==> src/rtl/i2c_pkg.sv <==
// Shared types and constants for the WM8731 control-port responder.
package i2c_pkg;

    localparam int unsigned REG_ADDR_W = 7;
    localparam int unsigned REG_DATA_W = 9;
    localparam int unsigned BYTE_W     = 8;
    localparam int unsigned BIT_CNT_W  = 3;
    localparam int unsigned COUNT_W    = 8;

    localparam logic [6:0] WM8731_ADDR    = 7'h1A;
    localparam logic [7:0] WM8731_WR_BYTE = 8'h34;

    typedef enum logic [3:0] {
        IDLE,
        ADDR,
        ADDR_ACK,
        REG,
        REG_ACK,
        DATA,
        DATA_ACK,
        EXTRA,
        WAIT_STOP
    } i2c_rsp_state_t;

    // One decoded register write as seen by the codec.
    typedef struct packed {
        logic [REG_ADDR_W-1:0] addr;
        logic [REG_DATA_W-1:0] data;
    } wm_reg_wr_t;

endpackage

==> src/rtl/i2c_line_sync.sv <==
// Synchronizer for one asynchronous bus line, plus registered rise/fall pulses.
module i2c_line_sync #(
    parameter int unsigned STAGES = 2
) (
    input  logic clk_i,
    input  logic rst_n_i,
    input  logic line_i,
    output logic level_o,
    output logic rise_o,
    output logic fall_o
);

    logic [STAGES-1:0] sync_q;
    logic              last_q;
    logic              rise_q;
    logic              fall_q;

    // Idle bus is high, so the chain presets to 1 to avoid a false edge after reset.
    always_ff @(posedge clk_i) begin
        if (!rst_n_i) begin
            sync_q <= '1;
            last_q <= 1'b1;
            rise_q <= 1'b0;
            fall_q <= 1'b0;
        end else begin
            sync_q <= {sync_q[STAGES-2:0], line_i};
            last_q <= sync_q[STAGES-1];
            rise_q <= sync_q[STAGES-1] & ~last_q;
            fall_q <= ~sync_q[STAGES-1] & last_q;
        end
    end

    assign level_o = last_q;
    assign rise_o  = rise_q;
    assign fall_o  = fall_q;

endmodule

==> src/rtl/wm8731_i2c_responder.sv <==
// WM8731 control-port I2C target: ACKs 3-byte write frames and strobes out
// each decoded register write. SDA is open-drain (pull-low enable only).
module wm8731_i2c_responder
    import i2c_pkg::*;
#(
    parameter logic [6:0]  DEV_ADDR    = WM8731_ADDR,
    parameter int unsigned SYNC_STAGES = 2
) (
    input  logic                  i_clk,
    input  logic                  i_rst_n,
    input  logic                  i_scl,
    input  logic                  i_sda,
    output logic                  o_sda_oe,
    output logic [REG_ADDR_W-1:0] o_reg_addr,
    output logic [REG_DATA_W-1:0] o_reg_data,
    output logic                  o_reg_valid,
    output logic                  o_busy,
    output logic                  o_err,
    output logic [COUNT_W-1:0]    o_write_count
);

    logic scl_lvl, scl_rise, scl_fall;
    logic sda_lvl, sda_rise, sda_fall;

    i2c_line_sync #(.STAGES(SYNC_STAGES)) u_scl_sync (
        .clk_i   (i_clk),
        .rst_n_i (i_rst_n),
        .line_i  (i_scl),
        .level_o (scl_lvl),
        .rise_o  (scl_rise),
        .fall_o  (scl_fall)
    );

    i2c_line_sync #(.STAGES(SYNC_STAGES)) u_sda_sync (
        .clk_i   (i_clk),
        .rst_n_i (i_rst_n),
        .line_i  (i_sda),
        .level_o (sda_lvl),
        .rise_o  (sda_rise),
        .fall_o  (sda_fall)
    );

    i2c_rsp_state_t        state_q, state_d;
    logic [BIT_CNT_W-1:0]  bit_cnt_q, bit_cnt_d;
    logic [BYTE_W-1:0]     shift_q, shift_d;
    logic [REG_ADDR_W-1:0] pend_addr_q, pend_addr_d;
    logic                  data8_q, data8_d;
    wm_reg_wr_t            commit_q, commit_d;
    logic                  sda_oe_q, sda_oe_d;
    logic                  reg_valid_q, reg_valid_d;
    logic                  busy_q, busy_d;
    logic                  err_q, err_d;
    logic [COUNT_W-1:0]    count_q, count_d;

    logic              scl_edge, start_det, stop_det, byte_done;
    logic [BYTE_W-1:0] rx_byte;

    // An SCL edge in the same cycle masks START/STOP decoding.
    assign scl_edge  = scl_rise | scl_fall;
    assign start_det = sda_fall & scl_lvl & ~scl_edge;
    assign stop_det  = sda_rise & scl_lvl & ~scl_edge;
    assign rx_byte   = {shift_q[BYTE_W-2:0], sda_lvl};
    assign byte_done = scl_rise && (bit_cnt_q == BIT_CNT_W'(BYTE_W - 1));

    always_ff @(posedge i_clk) begin
        if (!i_rst_n) begin
            state_q     <= IDLE;
            bit_cnt_q   <= '0;
            shift_q     <= '0;
            pend_addr_q <= '0;
            data8_q     <= 1'b0;
            commit_q    <= '0;
            sda_oe_q    <= 1'b0;
            reg_valid_q <= 1'b0;
            busy_q      <= 1'b0;
            err_q       <= 1'b0;
            count_q     <= '0;
        end else begin
            state_q     <= state_d;
            bit_cnt_q   <= bit_cnt_d;
            shift_q     <= shift_d;
            pend_addr_q <= pend_addr_d;
            data8_q     <= data8_d;
            commit_q    <= commit_d;
            sda_oe_q    <= sda_oe_d;
            reg_valid_q <= reg_valid_d;
            busy_q      <= busy_d;
            err_q       <= err_d;
            count_q     <= count_d;
        end
    end

    always_comb begin
        state_d     = state_q;
        bit_cnt_d   = bit_cnt_q;
        shift_d     = shift_q;
        pend_addr_d = pend_addr_q;
        data8_d     = data8_q;
        commit_d    = commit_q;
        sda_oe_d    = sda_oe_q;
        reg_valid_d = 1'b0;
        busy_d      = busy_q;
        err_d       = 1'b0;
        count_d     = count_q;

        if (start_det || stop_det) begin
            // Frame cut short after the address ACK but before the commit.
            if (state_q inside {REG, REG_ACK, DATA}) begin
                err_d = 1'b1;
            end
            sda_oe_d  = 1'b0;
            bit_cnt_d = '0;
            busy_d    = start_det;
            state_d   = start_det ? ADDR : IDLE;
        end else begin
            if (scl_rise && (state_q inside {ADDR, REG, DATA, EXTRA})) begin
                shift_d   = rx_byte;
                bit_cnt_d = bit_cnt_q + BIT_CNT_W'(1);
            end

            case (state_q)
                ADDR: begin
                    if (byte_done) begin
                        if (rx_byte == {DEV_ADDR, 1'b0}) begin
                            state_d = ADDR_ACK;
                        end else begin
                            state_d = WAIT_STOP;
                            err_d   = (rx_byte[BYTE_W-1:1] == DEV_ADDR);
                        end
                    end
                end
                REG: begin
                    if (byte_done) begin
                        pend_addr_d = rx_byte[BYTE_W-1:1];
                        data8_d     = rx_byte[0];
                        state_d     = REG_ACK;
                    end
                end
                DATA: begin
                    if (byte_done) begin
                        commit_d.addr = pend_addr_q;
                        commit_d.data = {data8_q, rx_byte};
                        reg_valid_d   = 1'b1;
                        count_d       = count_q + COUNT_W'(1);
                        state_d       = DATA_ACK;
                    end
                end
                EXTRA: begin
                    if (byte_done) begin
                        err_d   = 1'b1;
                        state_d = WAIT_STOP;
                    end
                end
                // First SCL fall drives the ACK, the second releases it.
                ADDR_ACK, REG_ACK, DATA_ACK: begin
                    if (scl_fall) begin
                        if (!sda_oe_q) begin
                            sda_oe_d = 1'b1;
                        end else begin
                            sda_oe_d = 1'b0;
                            case (state_q)
                                ADDR_ACK: state_d = REG;
                                REG_ACK:  state_d = DATA;
                                default:  state_d = EXTRA;
                            endcase
                        end
                    end
                end
                default: ;
            endcase
        end
    end

    assign o_sda_oe      = sda_oe_q;
    assign o_reg_addr    = commit_q.addr;
    assign o_reg_data    = commit_q.data;
    assign o_reg_valid   = reg_valid_q;
    assign o_busy        = busy_q;
    assign o_err         = err_q;
    assign o_write_count = count_q;

endmodule

==> config.mk <==
export PLATFORM = sky130hd
export DESIGN_NAME = wm8731_i2c_responder
export DESIGN_NICKNAME = d
export VERILOG_FILES = /design/src/rtl/i2c_pkg.sv /design/src/rtl/i2c_line_sync.sv /design/src/rtl/wm8731_i2c_responder.sv
export SDC_FILE = /design/constraint.sdc
export NUM_CORES = 1
export LEC_CHECK = 0
export ABC_AREA = 1
export BUFFER_PORTS_ARGS = -buffer_cell sky130_fd_sc_hd__buf_2
export CORE_UTILIZATION = 53
export CTS_BUF_LIST = sky130_fd_sc_hd__clkbuf_8
export DETAILED_ROUTE_END_ITERATION = 6
export PLACE_DENSITY = 0.78
export SLEW_MARGIN = 10
export SYNTH_ARGS = -nofsm -noshare
export SYNTH_HDL_FRONTEND = slang
export SYNTH_SLANG_ARGS = --single-unit
==> constraint.sdc <==
create_clock -name i_clk -period 1.3 [get_ports i_clk]
set_input_delay 0.195 -clock i_clk [delete_from_list [all_inputs] [get_ports i_clk]]
set_output_delay 0.195 -clock i_clk [all_outputs]
set_load 0.05 [all_outputs]
# Word level (Yosys, flattened, before mapping)
# Cells that the tools add are included.
[totals]
ff_bits = 60
inputBits = 4
output_inout_bits = 28
word_cells = 87
[classes]
add_sub_neg = 2
n_eq_ne = 16
mux = 18
bitwise_logic = 17
reduce_logical = 14
[ops]
columns = ["operator", "n"]
rows = [
  ["2-to-1 mux 4 bit", 8],
  ["case mux 4 bit (5 select lines)", 1],
  ["equality test 4 x 3 -> 1 bit (second input constant)", 4],
  ["!= test 3 bit (second input constant)", 5],
  ["adder 8 x 1 -> 8 bit (second input constant)", 1],
  ["AND 1 bit", 8],
  ["equality test 4 x 2 -> 1 bit (second input constant)", 2],
  ["equality test 8 x 6 -> 1 bit (second input constant)", 1],
  ["NOT 1 bit", 8],
  ["equality test 7 x 5 -> 1 bit (second input constant)", 1],
  ["2-to-1 mux 1 bit", 7],
  ["AND reduction 7 bit", 1],
  ["case mux 3 bit (2 select lines)", 1],
  ["AND reduction 3 bit", 2],
  ["nonzero test 6 bit", 1],
  ["OR reduction 3 bit", 2],
  ["equality test 4 x 1 -> 1 bit (second input constant)", 1],
  ["AND reduction 2 bit", 2],
  ["nonzero test 4 bit", 1],
  ["adder 3 x 1 -> 3 bit (second input constant)", 1],
  ["equality test 3 bit (second input constant)", 1],
  ["!= test 3 x 2 -> 1 bit (second input constant)", 1],
  ["nonzero test 3 bit", 1],
  ["logical AND 1 bit", 2],
  ["4 further kinds", 4],
]

# Longest topological paths before layout
# Gate-level depths: netlist of run 1.
[logic_depth]
ltp_word = 6
mapped_depth = 10
ltp_nobuf = 10

# Modules after synthesis
# A second synthesis of run 1 with hierarchy kept.
[hier_totals]
cells_unflattened = 307
hier_area_um2 = 2362.3
[modules_own_cells]
columns = ["module", "n_inst", "cells_per_inst", "area_each_um2", "seq_area_each_um2"]
rows = [
  ["wm8731_i2c_responder", 1, 279, 2089.5, 1001.0],
  ["i2c_line_sync", 2, 14, 136.4, 100.1],
]

# Least setup slack after synthesis of run 1
# OpenSTA, ideal clock, no wires.
[synth_timing]
kind = "register to register"
from = "reg count_q[0] (netlist: o_write_count[0])"
to = "reg count_q[7] (netlist: o_write_count[7])"
setup_time_ps = 116
t_arrival_ps = 1304
t_required_ps = 1184
slack_ps = -120
path_stages_with_launch = 6
path_buffers = 0
synth_period_minus_slack_ps = 1420
path_cell_list = "dfxtp_1 nand3_1 nor3_1 nand4_1 nand2_1 nor2_1"
[synth_between]
elab_chain_cells = 1
[synth_rtl]
columns = ["item", "line", "text"]
rows = [
  ["start, declared", "wm8731_i2c_responder.sv:53", "logic [COUNT_W-1:0] count_q, count_d;"],
  ["start signal, assigned", "wm8731_i2c_responder.sv:89", "count_q <= count_d;"],
  ["adder 8 x 1 -> 8 bit", "wm8731_i2c_responder.sv:144", "count_d = count_q + COUNT_W'(1);"],
]
# No other way between the ends.
# A chain may end at the register's enable or synchronous reset.

# Worst setup path after layout of run 1
[layout_timing]
from = "reg bit_cnt_q[1]"
to = "reg count_q[7] (netlist: o_write_count[7])"
[layout_between]
elab_chain_cells = 3
[layout_rtl]
columns = ["item", "line", "text"]
rows = [
  ["start, declared", "wm8731_i2c_responder.sv:44", "logic [BIT_CNT_W-1:0] bit_cnt_q, bit_cnt_d;"],
  ["start signal, assigned", "wm8731_i2c_responder.sv:80", "bit_cnt_q <= bit_cnt_d;"],
  ["equality test 3 bit", "wm8731_i2c_responder.sv:63", "assign byte_done = scl_rise && (bit_cnt_q == BIT_CNT_W'(BYTE_W - 1));"],
  ["logical AND 1 bit", "wm8731_i2c_responder.sv:63", ""],
  ["AND reduction 3 bit (no source line)", "--", ""],
]
# No other way between the ends.

==> results of run 1 <==
-- power by group through the flow --
stage	sequential, mW	clock (mW)	combinational (mW)
after detailed placement	1.90	0	0.104
after global placement	1.90	0	0.102
after global routing	1.86	1.59	0.127
after CTS	1.86	1.50	0.104
after floorplan	1.90	0	0.0634
final	1.86	1.48	0.116
-- cell families (layout without fill, tap and decap cells) --
logic type	after synthesis	after routing	share of synthesized area, %
and+or+nand+nor	112	113	21.3
AOI/OAI and AO/OA	76	76	16.1
DFF	60	60	50.4
buffers and inverters	51	115	9.18
xor gates and xnor gates	4	4	1.47
adders and majority gates	3	3	1.57
-- cell usage in the layout, fill, tap and decap left out, types with 6 or more instances in the layout --
cell type  Yosys  final
nand3_1       17     17
dfxtp_2        0      8
inv_1         38     33
o21ai_2        0     11
a21oi_1       39     34
buf_2          4     31
nor2_1        22     22
buf_4          2     19
o21ai_0       33     13
nor3_1         6      6
nand2_1       52     48
inv_2          1      6
o21ai_1        2     11
dfxtp_1       60     52
clkbuf_8       0     10
-- worst max-delay path by stage --
stage	to	slack, ns	cells past startpoint
after global placement	o_reg_data[8]	-0.06	7
final	o_write_count[7]	-0.16	9
after CTS	o_write_count[5]	-0.06	8
after detailed placement	o_reg_addr[0]	-0.11	7
after global routing	o_write_count[5]	-0.20	9
after floorplan	pend_addr_q[5]	-0.02	8
-- state kept, by name, indices dropped and copies added (netlist names), 2 cells and up --
signal	flops
o_reg_data	9
o_write_count	8
o_reg_addr	7
pend_addr_q	7
shift_q	7
state_q	4
bit_cnt_q	3
u_scl_sync.sync_q	2
u_sda_sync.sync_q	2
-- critical path: cells and delay by family (launching register included) --
family          cells  cell delay, ns
flops               1            0.33
simple gates        3            0.17
fa+ha+maj           2            0.31
buf+inv             3            0.38
compound gates      1            0.15
-- what timing repair did --
item                                    in CTS  in global routing
pin swaps                                    5                  3
cloned                                       1                  3
endpoints found under the setup margin      35                 41
resized for setup                           18                 42
buffers inserted                             1                  3
-- cells in the mapped netlist --
master,number
dfxtp_1,60
nand2_1,52
a21oi_1,39
inv_1,38
o21ai_0,33
nor2_1,22
nand3_1,17
nor3_1,6
buf_2,4
clkbuf_1,4
or2_2,4
xor2_1,4
ha_1,3
nand4_1,3
nor2_4,3
buf_4,2
buf_6,2
nand2_2,2
nor2_2,2
o21ai_1,2
a31oi_1,1
inv_2,1
nand4_2,1
o21a_1,1
-- through the flow --
stage / setup WS, ns / total power, mW / util [%]
final: -0.156 / 3.45 / 72.9
after CTS: -0.0593 / 3.47 / 68.8
after floorplan: -0.0187 / 1.96 / -
after detailed placement: -0.107 / 2.00 / 62.6
after global routing: -0.205 / 3.58 / 72.9
after global placement: -0.0604 / 2.00 / 62.6
-- area by class of cell --
cell class                 instances  area (µm²)
clock buffer                      10         138
clock inverter                     6        38.8
fill                             305        1180
inverter                          39         146
multi-input combinational        196        1100
sequential                        60        1210
tap                               52        65.1
timing repair buffer              60         475
-- routing by layer --
layer,share of wire (%),up-vias,wire length [µm]
met1,44,1028,2490
met2,48,63,2720
met3,5.0,15,283
li1,-,1118,-
met4,2.0,0,115
met5,0,-,0
==> reports/metrics.yaml, run 1 <==
status: "finished with violations"
violations: "setup timing"
tightest_slew_ns: 0.355
htreeDepth: 3
p_per_area_nw_per_um2: 1090
pin_count: 32
syn-cell-area_um2: 2380
synth_top_area_cell: "dfxtp_1"
synth.area.top_cells: "dfxtp_1, a21oi_1, nand2_1"
hold_path.class: "in2reg"
crit_slowest_cell: "dfxtp_2"
hold_path.startpoint: "i_scl"
hold_end: "u_scl_sync.sync_q[0]"
die_height_um: 69.1
combPwrFrac_pct: 3.4
p_switching_uw: 823
startpoint: "bit_cnt_q[1]"
grt_first_pass_wirelength_um: 8960
worst_slack_ns: -0.156
p_sw_share_pct: 23.8
cts_buffers: 9
ys_ff_latch: 60
port_buffers: 31
internal-power_mw: 2.63
hold_buffers: 0
synth-seq-area-share_pct: 50.4
grtUsageMet1_pct: 29.5
synth_top_area_share_pct: 50.4
synth_fp_nets: 313
critPathArrivalTime_ns: 1.69
syn_area_per_cell_um2: 7.79
path_clk_slew_ns: 0.07
synthCells: 306
antenna_found_initial: 0
grt_pass1_vias: 2095
root_buffer: "clkbuf_8"
crit_top_cell: "ha_4"
final-hold-violation-count: 0
met2_usage_pct: 37.0
finalWirelength_um: 5620
fin_cells: 423
dpl.hpwl_um: 3420
holdWs_ns: 0.0439
wl_per_cell_um: 13.3
finalCriticalPeriod_ns: 1.46
numClockSinks: 60
vias_per_cell: 5.26
regToRegEndpoint: "o_write_count[7]"
setup_viol: 30
drive_gt1_share_pct: 33.7
timing.setup.tns_ns: -1.85
first_pass_iters: 4
synth_cell_types: 24
cts_tree: "yes"
grt_max_degree: 20
die_w_um: 69.1
path_cells: "ha_4, ha_4, nand2_4, nor2_4, buf_12, buf_6, buf_16, a31oi_1, nor2_1"
syn_to_final_growth_pct: 33.1
drc: 0
ys_warn_count: 0
fmax_ghz: 0.687
rsz0062_at_grt: "true"
static-leakage-power_nw: 1.41
hold_path_depth: 2
core-area_um2: 4350
vias: 2224
dieArea_um2: 4770
drv_slew: 0
period_share_pct: 112
detail-route-antenna-nets: 0
skew_ns: 0.0117
power.share.sequential_pct: 53.8
clockBufferDepth: 2
clk_latency_ns: 0.34
worstRegToRegCells: 9
critPathKind: "reg2reg"
grt_overflow_total: 0
initial_core_util_pct: 54.8
placed_cells: 399
row_count: 24
cp_max_fo: 6
nNetsFinal: 373
grt_usage_pct: 23.5
r2r_setup_slack_ns: -0.16
max-cap-violations: 0
placed_cell_area_um2: 2730
grtUsageMet3_pct: 6.29
end_kind: "register"
relSlewSlack_pct: 76.3
drt_iter0_markers: 122
top_usage_layer: "met2"
reg2reg_from: "bit_cnt_q[1]"
clkPwrFrac_pct: 42.8
critical_path.max_stage_delay_ns: 0.33
gp_congestion: 0.912
final_area_um2: 3170
ir_drop_mv: 0.955
cp-start-kind: "register"
antenna_cells: 0
required_ns: 1.54
No activity file was read; power rests on OpenSTA's default activity.
==> run 2: changes to the inputs <==
- HOLD_SLACK_MARGIN: unset -> 0.08
==> reports/metrics.yaml, run 2 (same netlist as run 1, synthesis figures left out) <==
setup_viol: 30  # unchanged
drc: 0  # unchanged
dieArea_um2: 4770  # unchanged
clk_latency_ns: 0.34  # about the same
status: "finished with violations"
skew_ns: 0.0112  # -0.000488 ns
syn_to_final_growth_pct: 33.9
static-leakage-power_nw: 1.42  # +0.59%
nNetsFinal: 375  # +0.54%
vias: 2246  # +0.99%
grt_max_degree: 20  # unchanged
pre_cts_ws_ns: -0.107  # unchanged
rsz0062_at_grt: "true"
initial_core_util_pct: 54.8  # unchanged
hold_path_depth: 3  # +1
cp_max_fo: 6  # unchanged
period_share_pct: 112  # about the same
hold_end: "u_scl_sync.level_o"
cp-start-kind: "register"
antenna_found_initial: 0  # unchanged
timing.setup.tns_ns: -1.81  # +0.0468 ns
row_count: 24  # unchanged
regToRegEndpoint: "o_write_count[7]"
detail-route-antenna-nets: 0  # unchanged
fin_util_pct: 73.4  # +0.46 points
grt_usage_pct: 23.5  # unchanged
wl_per_cell_um: 13.3  # about the same
die_w_um: 69.1  # unchanged
core-area_um2: 4350  # unchanged
gp_congestion: 0.912  # unchanged
final_cell_mix: "dfxtp_1, nand2_1, a21oi_1, inv_1, buf_2"
finalCriticalPeriod_ns: 1.46  # -0.000336 ns
ir_drop_mv: 0.964  # +0.86%
cts_tree: "yes"
clockBufferDepth: 2  # unchanged
numClockSinks: 60  # unchanged
mostFrequentLayoutCell: "dfxtp_1"
p_per_area_nw_per_um2: 1080  # -0.54%
hold_path.startpoint: "i_rst_n"
violations: "setup timing"
port_buffers: 31  # unchanged
required_ns: 1.54  # about the same
antenna_cells: 0  # unchanged
reg2reg_from: "bit_cnt_q[1]"
tightest_slew_ns: 0.339  # -0.0152 ns
r2r_setup_slack_ns: -0.16  # about the same
worstRegToRegCells: 9  # unchanged
drt_iter0_markers: 221  # +81%
htreeDepth: 3  # unchanged
finalWirelength_um: 5640  # +0.46%
grt_pass1_vias: 2095  # unchanged
fmax_ghz: 0.687  # about the same
relSlewSlack_pct: 77.4  # +1.0 points
max-cap-violations: 0  # unchanged
worst_slack_ns: -0.155  # +0.000336 ns
final-hold-violation-count: 0  # unchanged
dpl.hpwl_um: 3420  # unchanged
totalPowerFinal_mw: 3.46  # about the same
critPathArrivalTime_ns: 1.69  # about the same
hold_path.class: "in2reg"
fillCellCount: 300  # -1.6%
root_buffer: "clkbuf_8"
drive_gt1_share_pct: 33.5  # -0.18 points
first_pass_iters: 4  # unchanged
die_height_um: 69.1  # unchanged
largest_reg_flops: 9  # unchanged
grt_overflow_total: 0  # unchanged
critPathKind: "reg2reg"
path_clk_slew_ns: 0.07  # about the same
drv_slew: 0  # unchanged
end_kind: "register"
pin_count: 32  # unchanged
grt_first_pass_wirelength_um: 8960  # unchanged
vias_per_cell: 5.28  # +0.51%
cts_buffers: 9  # unchanged
==> run 2: cell types whose count changed in the layout (fill, tap and decap cells not counted), sizes merged <==
cell and delta:
dlygate4sd3 +2
==> run 2: stage by stage <==
stage	instances	instance area, µm²	hold WS, ns
6_report	425	3190	0.274
2_1_floorplan	306	2400	0.302
3_3_place_gp	399	2730	0.381
4_1_cts	419	3020	0.252
5_1_grt	425	3190	0.286
3_5_place_dp	399	2730	0.386
==> run 2: worst max path at each step <==
| stage | slack, ns | startpoint | depth (start not counted) | endpoint |
|---|---|---|---|---|
| 2_1_floorplan | -0.02 | bit_cnt_q[0] | 8 | pend_addr_q[5] |
| 3_3_place_gp | -0.06 | bit_cnt_q[0] | 7 | o_reg_data[8] |
| 3_5_place_dp | -0.11 | bit_cnt_q[0] | 7 | o_reg_addr[0] |
| 4_1_cts | -0.06 | bit_cnt_q[1] | 8 | o_write_count[5] |
| 5_1_grt | -0.20 | bit_cnt_q[1] | 9 | o_write_count[5] |
| 6_report | -0.16 | bit_cnt_q[1] | 9 | o_write_count[7] |
==> run 2: per-layer routing <==
| layer | share of wire, % | GRT usage (%) |
|---|---|---|
| met3 | 4.0 | 6.29 |
| met1 | 45 | 29.5 |
| met2 | 49 | 37.0 |
| met5 | 0 | 0 |
| met4 | 2.0 | 11.8 |
==> run 2: critical path: stages, from the launching register on <==
cell and delay [ns]:
dfxtp_2 0.33, ha_4 0.16, ha_4 0.15, nand2_4 0.07, nor2_4 0.05, buf_12 0.14, buf_6 0.12, buf_16 0.12
a31oi_1 0.15, nor2_1 0.05
==> run 2: area by class of cell <==
class                      count  area (µm²)  area share, %
timing repair buffer          62         495           15.5
tap                           52        65.1           2.04
clock buffer                  10         138           4.31
clock inverter                 6        38.8           1.21
multi-input combinational    196        1100           34.4
sequential                    60        1210           37.9
inverter                      39         146           4.58
==> run 2: power by group <==
| part | internal [mW] | switching, mW | total (mW) |
|---|---|---|---|
| registers | 1.85 | 0.00747 | 1.86 |
| logic | 0.0468 | 0.0736 | 0.120 |
| clock network | 0.738 | 0.741 | 1.48 |
| total | 2.64 | 0.822 | 3.46 |
==> run 2: what timing repair did <==
item | CTS | global route
endpoints found under the setup margin | 35 | 41
cloned | 1 | 3
pin swaps | 5 | 3
setup buffers | 1 | 3
hold endpoints to repair | 2 | 0
resized for setup | 18 | 42
hold buffers | 2 | 0
